### src/rtl/multicycle_controller.sv
// Multicycle control FSM for the TessiaV1 datapath: sequences fetch/decode/execute/memory/writeback,
// holds the NZCV flags register and handles the memory-ready and multiplier handshakes.
module multicycle_controller #(
    parameter int unsigned ALU_CTRL_W  = 4,
    parameter bit          MEM_WAIT_EN = 1'b1,
    parameter logic [3:0]  FLAGS_RST   = 4'b0000
) (
    input  logic                  clk,
    input  logic                  reset,
    input  logic [1:0]            Op,
    input  logic [5:0]            Funct,
    input  logic [3:0]            Rd,
    input  logic [3:0]            Cond,
    input  logic [3:0]            ALUFlags,
    input  logic                  mem_ready,
    input  logic                  mul_done,
    output logic                  PCWrite,
    output logic                  IRWrite,
    output logic                  RegW,
    output logic                  MemW,
    output logic                  AdrSrc,
    output logic                  ALUSrcA,
    output logic [1:0]            ResultSrc,
    output logic [1:0]            ALUSrcB,
    output logic [1:0]            ImmSrc,
    output logic [1:0]            RegSrc,
    output logic [ALU_CTRL_W-1:0] ALUControl,
    output logic                  mem_req,
    output logic                  mul_start,
    output logic                  illegal_op,
    output logic [3:0]            flags_q
);

    localparam logic [3:0] ALU_ADD = 4'd0;
    localparam logic [3:0] ALU_SUB = 4'd1;
    localparam logic [3:0] ALU_MUL = 4'd2;
    localparam logic [3:0] ALU_ORR = 4'd3;
    localparam logic [3:0] ALU_MOV = 4'd6;

    typedef enum logic [3:0] {
        S_FETCH, S_DECODE, S_MEMADR, S_MEMRD, S_MEMWB, S_MEMWR,
        S_EXECR, S_EXECI, S_MULWAIT, S_ALUWB, S_BRANCH
    } state_t;

    state_t     state_q, state_d;
    logic [3:0] flags_d;
    logic       mem_rdy;
    logic       cond_ex;
    logic [3:0] alu_op;
    logic [3:0] alu_sel;
    logic       cv_upd;
    logic       is_mul;
    logic       is_cmp;

    assign mem_rdy = MEM_WAIT_EN ? mem_ready : 1'b1;

    // Condition evaluation against the stored NZCV
    always_comb begin
        cond_ex = 1'b0;
        unique case (Cond)
            4'b0000: cond_ex = flags_q[2];
            4'b0001: cond_ex = ~flags_q[2];
            4'b0010: cond_ex = flags_q[1];
            4'b0011: cond_ex = ~flags_q[1];
            4'b0100: cond_ex = flags_q[3];
            4'b0101: cond_ex = ~flags_q[3];
            4'b0110: cond_ex = flags_q[0];
            4'b0111: cond_ex = ~flags_q[0];
            4'b1000: cond_ex = flags_q[1] & ~flags_q[2];
            4'b1001: cond_ex = ~flags_q[1] | flags_q[2];
            4'b1010: cond_ex = (flags_q[3] == flags_q[0]);
            4'b1011: cond_ex = (flags_q[3] != flags_q[0]);
            4'b1100: cond_ex = ~flags_q[2] & (flags_q[3] == flags_q[0]);
            4'b1101: cond_ex = flags_q[2] | (flags_q[3] != flags_q[0]);
            4'b1110: cond_ex = 1'b1;
            default: cond_ex = 1'b0;
        endcase
    end

    // Data-processing function decode; unknown encodings fall back to ADD
    always_comb begin
        alu_op = ALU_ADD;
        cv_upd = 1'b1;
        is_mul = 1'b0;
        is_cmp = 1'b0;
        unique case (Funct[4:1])
            4'b0100: alu_op = ALU_ADD;
            4'b0010: alu_op = ALU_SUB;
            4'b0000: begin alu_op = ALU_MUL; cv_upd = 1'b0; is_mul = 1'b1; end
            4'b1100: begin alu_op = ALU_ORR; cv_upd = 1'b0; end
            4'b1101: begin alu_op = ALU_MOV; cv_upd = 1'b0; end
            4'b1010: begin alu_op = ALU_SUB; is_cmp = 1'b1; end
            default: alu_op = ALU_ADD;
        endcase
    end

    always_comb begin
        ImmSrc = 2'b00;
        RegSrc = 2'b00;
        unique case (Op)
            2'b01:   begin ImmSrc = 2'b01; RegSrc = Funct[0] ? 2'b00 : 2'b10; end
            2'b10:   begin ImmSrc = 2'b10; RegSrc = 2'b01; end
            default: begin ImmSrc = 2'b00; RegSrc = 2'b00; end
        endcase
    end

    always_ff @(posedge clk or posedge reset) begin
        if (reset) begin
            state_q <= S_FETCH;
            flags_q <= FLAGS_RST;
        end else begin
            state_q <= state_d;
            flags_q <= flags_d;
        end
    end

    always_comb begin
        state_d    = state_q;
        flags_d    = flags_q;
        PCWrite    = 1'b0;
        IRWrite    = 1'b0;
        RegW       = 1'b0;
        MemW       = 1'b0;
        AdrSrc     = 1'b0;
        ALUSrcA    = 1'b0;
        ALUSrcB    = 2'b00;
        ResultSrc  = 2'b00;
        alu_sel    = ALU_ADD;
        mem_req    = 1'b0;
        mul_start  = 1'b0;
        illegal_op = 1'b0;
        unique case (state_q)
            S_FETCH: begin
                mem_req   = 1'b1;
                ALUSrcA   = 1'b1;
                ALUSrcB   = 2'b10;
                ResultSrc = 2'b10;
                IRWrite   = mem_rdy;
                PCWrite   = mem_rdy;
                if (mem_rdy) state_d = S_DECODE;
            end
            S_DECODE: begin
                ALUSrcA   = 1'b1;
                ALUSrcB   = 2'b10;
                ResultSrc = 2'b10;
                unique case (Op)
                    2'b01:   state_d = S_MEMADR;
                    2'b00:   state_d = Funct[5] ? S_EXECI : S_EXECR;
                    2'b10:   state_d = S_BRANCH;
                    default: begin illegal_op = 1'b1; state_d = S_FETCH; end
                endcase
            end
            S_MEMADR: begin
                ALUSrcB = 2'b01;
                alu_sel = Funct[3] ? ALU_ADD : ALU_SUB;
                if (!cond_ex)     state_d = S_FETCH;
                else if (Funct[0]) state_d = S_MEMRD;
                else              state_d = S_MEMWR;
            end
            S_MEMRD: begin
                mem_req = 1'b1;
                AdrSrc  = 1'b1;
                if (mem_rdy) state_d = S_MEMWB;
            end
            S_MEMWB: begin
                RegW      = cond_ex;
                ResultSrc = 2'b01;
                state_d   = S_FETCH;
            end
            S_MEMWR: begin
                mem_req = 1'b1;
                MemW    = cond_ex;
                AdrSrc  = 1'b1;
                if (mem_rdy) state_d = S_FETCH;
            end
            S_EXECR, S_EXECI: begin
                ALUSrcB = (state_q == S_EXECI) ? 2'b01 : 2'b00;
                alu_sel = alu_op;
                if (is_mul) begin
                    mul_start = 1'b1;
                    state_d   = S_MULWAIT;
                end else begin
                    if (Funct[0] && cond_ex)
                        flags_d = {ALUFlags[3:2], cv_upd ? ALUFlags[1:0] : flags_q[1:0]};
                    state_d = is_cmp ? S_FETCH : S_ALUWB;
                end
            end
            S_MULWAIT: begin
                alu_sel = alu_op;
                if (mul_done) begin
                    // Multiply only produces N and Z; carry/overflow are preserved
                    if (Funct[0] && cond_ex) flags_d = {ALUFlags[3:2], flags_q[1:0]};
                    state_d = S_ALUWB;
                end
            end
            S_ALUWB: begin
                RegW    = cond_ex;
                PCWrite = cond_ex && (Rd == 4'd15);
                state_d = S_FETCH;
            end
            S_BRANCH: begin
                ALUSrcB   = 2'b01;
                ResultSrc = 2'b10;
                PCWrite   = cond_ex;
                state_d   = S_FETCH;
            end
            default: state_d = S_FETCH;
        endcase
        // Nothing may strobe while reset is held, even though state reads as FETCH
        if (reset) begin
            PCWrite    = 1'b0;
            IRWrite    = 1'b0;
            RegW       = 1'b0;
            MemW       = 1'b0;
            mem_req    = 1'b0;
            mul_start  = 1'b0;
            illegal_op = 1'b0;
        end
    end

    assign ALUControl = ALU_CTRL_W'(alu_sel);

endmodule
### config.mk
export PLATFORM = sky130hd
export DESIGN_NAME = multicycle_controller
export DESIGN_NICKNAME = d
export VERILOG_FILES = /design/src/rtl/multicycle_controller.sv
export SDC_FILE = /design/constraint.sdc
export NUM_CORES = 1
export LEC_CHECK = 0
export CORE_UTILIZATION = 40
export CTS_CLUSTER_DIAMETER = 80
export DETAILED_ROUTE_END_ITERATION = 8
export GPL_ROUTABILITY_DRIVEN = 0
export PLACE_DENSITY_LB_ADDON = 0.05
export SLEW_MARGIN = 20
export SYNTH_ARGS = -nofsm -noshare
export SYNTH_HDL_FRONTEND = slang
export SYNTH_SLANG_ARGS = --single-unit
### constraint.sdc
create_clock -name clk -period 4.4 [get_ports clk]
set_input_delay 0.66 -clock clk [delete_from_list [all_inputs] [get_ports clk]]
set_output_delay 0.66 -clock clk [all_outputs]
set_load 0.05 [all_outputs]
==> results.txt <==
pins over their slew limit = 0
placed insts = 203
CP top delay family = buffers and inverters
leakage = 0.0005703 µW
Worst Setup End Kind = primary output
storage element area = 200.2 µm²
Post-DP Area = 1475 µm²
CTS Buf Count = 3
via/cell ratio = 5.505
Non-Filler Instances = 206
Final setup viols = 0
CP required = 3.74 ns
Levels on crit path = 8
number of synthesized flops with an enable pin = 0
CP Cell Sequence = clkdlybuf4s50_1 -> nor3b_1 -> o21ai_1 -> a31oi_1 -> a311o_1 -> nor2_2 -> nor4_1 -> clkdlybuf4s50_1
# nets final = 209
Pre-antenna DRT Iters = 4
Die H = 52.52 µm
detailed placement HPWL = 2134 µm
Worst Max-Slew Pin Slew = 0.6245 ns
Min Hold Slack = 0.6057 ns
Vias = 1,134
WP buf/inv = 2
xor/xnor share of the synthesized area = 0.04289
Diodes inserted = 0
top_reg_cell synth = dfrtp_1
Final TNS setup = 0 ns
Avg Cell Area, Syn = 7.398 µm²
I/O Buffers = 47
postcts setup bufs = 0
CP max stage cell = clkdlybuf4s50_1
worst-skew pair later-pin latency = 0.24 ns
mapped cell area = 1021 µm²
total gr overflow = 0
Synth cell types = 46
initial antenna violation count = 0
clk sinks = 8
Antenna Nets Post-Route = 0
post-synthesis cell count = 138
RSZ-0062 raised after global routing = no
slowest stage delay, CP = 0.85 ns
compound-cell area share of the yosys netlist = 0.2365
root buf cell = clkbuf_4
CTS max path bufs = 2
Tcrit/Tclk final = 0.8870
asr flop ratio synth = 1.000
CTS tree = yes
Power Total = 840.0 µW
CTS Hold Bufs = 0
adder-cell share of the synthesized area = 0.06127
Reg clk slew, reported paths = 0.05 ns
simple-gate share of the synthesized area = 0.3309
Iter 0 DRT Violations = 26
register area share after synthesis = 0.1961
syn nets = 167
pin count of the biggest net entering global routing = 17
Final Instance Area = 1498 µm²
gr usage total = 0.2193
Hold WC Path Type = flip-flop to flip-flop
CTS H-Tree Depth = 1
DR WL/cell = 13.06 µm
core footprint = 2318 µm²
commonest cells after routing, fill and taps aside = clkdlybuf4s50_1, nor2_1, nand2_1, a21oi_1, dfrtp_1
area occupied by multi-input gates = 754.5 µm²
reg2reg end = flags_q[3]
worst-case reg-to-reg path depth = 6
Slew headroom = 0.5778
vias in the first global route = 1,094
flops & latches, synth = 8
# fillers = 209
mux cell area share after synthesis = 0.06373
DR DRC count = 0
Critical R2R Launch = flags_q[3]
std cell rows = 17
most frequent cell on the critical path = clkdlybuf4s50_1
largest family of logic cells by synthesized area = simple AND/OR/NAND/NOR gates
WL final = 2690 µm
FMAX = 256.2 MHz
Ys Warns = 0
Critical Path Source Type = primary input
CTS resizes = 0
crit-path max FO = 10
Chip Width = 52.52 µm
ratio of cells with drive above 1 in the final layout = 0.05056
P per Cell Area = 560.9 nW/µm²
Crit Path Class = primary input to primary output
first-pass GRT wire length = 4567 µm
Hold Fails Final Rpt = 0
CP Launch Point = Cond[3]
commonest non-fill, non-tap cell in the layout = clkdlybuf4s50_1
die area = 2758 µm²
flop2flop setup slack = 2.32 ns
Area Growth Syn to Fin = 46.69%
max-cap check violation count = 0
IO Count = 49
arrival time of the worst setup path = 3.24 ns
starting density of the core = 0.4404
Layout Skew = 0.002659 ns
maximum VDD drop = 0.4774 mV
minimum clock period = 3.903 ns
Critical Path End = MemW
outcome = finished, final reports clean
[routing by layer]
layer | routed length (µm) | vias up | global-route usage
li1 | - | 569 | -
met1 | 1283 | 518 | 0.2890
met2 | 1211 | 45 | 0.3713
met3 | 181 | 2 | 0.02029
met4 | 14 | 0 | 0.07018
met5 | 0 | - | 0
[worst reg2reg max path, delay by kind of cell (launching register included)]
kind                      cells  cell delay [ns]
and+or+nand+nor               1             0.21
DFF                           1             0.48
muxes                         2             0.42
xor gates and xnor gates      1             0.19
AOI/OAI and AO/OA             2             0.66
[registers in the layout, indices dropped and copies added (netlist names)]
name	cells
flags_q	4
state_q	4
[worst min path at each step]
stage	startpoint	endpoint	slack, ns	depth (start not counted)
detailed placement	flags_q[1]	flags_q[1]	0.60	1
CTS	flags_q[1]	flags_q[1]	0.61	1
finish	flags_q[1]	flags_q[1]	0.61	1
global placement	flags_q[1]	flags_q[1]	0.60	1
floorplan	reset	flags_q[0]	0.48	1
global route	flags_q[1]	flags_q[1]	0.65	1
[cell type report]
| class | count | share of cell area |
|---|---|---|
| multi-input cells | 116 | 0.5038 |
| clock buffers | 3 | 0.01504 |
| repair buffers | 47 | 0.3141 |
| inverters | 4 | 0.01003 |
| flip-flops and latches | 8 | 0.1337 |
| well taps | 28 | 0.02339 |
[cell usage after synthesis (2+ instances only)]
master,count,area share
nor2_1,14,0.051
inv_1,4,0.015
dfrtp_1,8,0.20
clkbuf_1,4,0.015
nor4b_1,2,0.017
o21bai_1,2,0.015
nand2_1,11,0.040
and3_1,3,0.018
nor4_1,3,0.018
ha_1,5,0.061
nor3_1,3,0.015
xnor2_1,3,0.026
nand2b_1,6,0.037
mux2i_1,2,0.020
nor2b_1,7,0.043
nor3b_1,2,0.015
a31oi_1,4,0.025
buf_4,3,0.022
xor2_1,2,0.017
mux2_1,4,0.044
nand3b_1,4,0.029
o21ai_1,2,0.0098
o21ai_0,6,0.029
buf_2,2,0.0098
a21oi_1,11,0.054
[through the flow]
step | setup slack, ns | utilization
2_1_floorplan | 0.6347 | -
3_3_place_gp | 0.5873 | 0.6363
3_5_place_dp | 0.4892 | 0.6363
4_1_cts | 0.4824 | 0.6460
5_1_grt | 0.2800 | 0.6460
6_report | 0.4973 | 0.6460
[cells by family (layout without fill, tap and decap cells)]
| logic type | Yosys count | after routing |
|---|---|---|
| simple gates | 62 | 62 |
| compound gates | 37 | 37 |
| buf+inv | 14 | 54 |
| flops | 8 | 8 |
| mux | 6 | 6 |
| fa+ha+maj | 5 | 5 |
| xor+xnor | 5 | 5 |
| other cells | 1 | 1 |
[where the power goes]
| group | internal (µW) | switching [µW] | total [µW] | leakage (µW) |
|---|---|---|---|---|
| clock | 31.0 | 21.6 | 52.6 | 0.0000138 |
| combinational | 228 | 385 | 613 | 0.000452 |
| sequential | 100 | 73.7 | 174 | 0.000105 |
No activity file was read; power rests on OpenSTA's default activity.
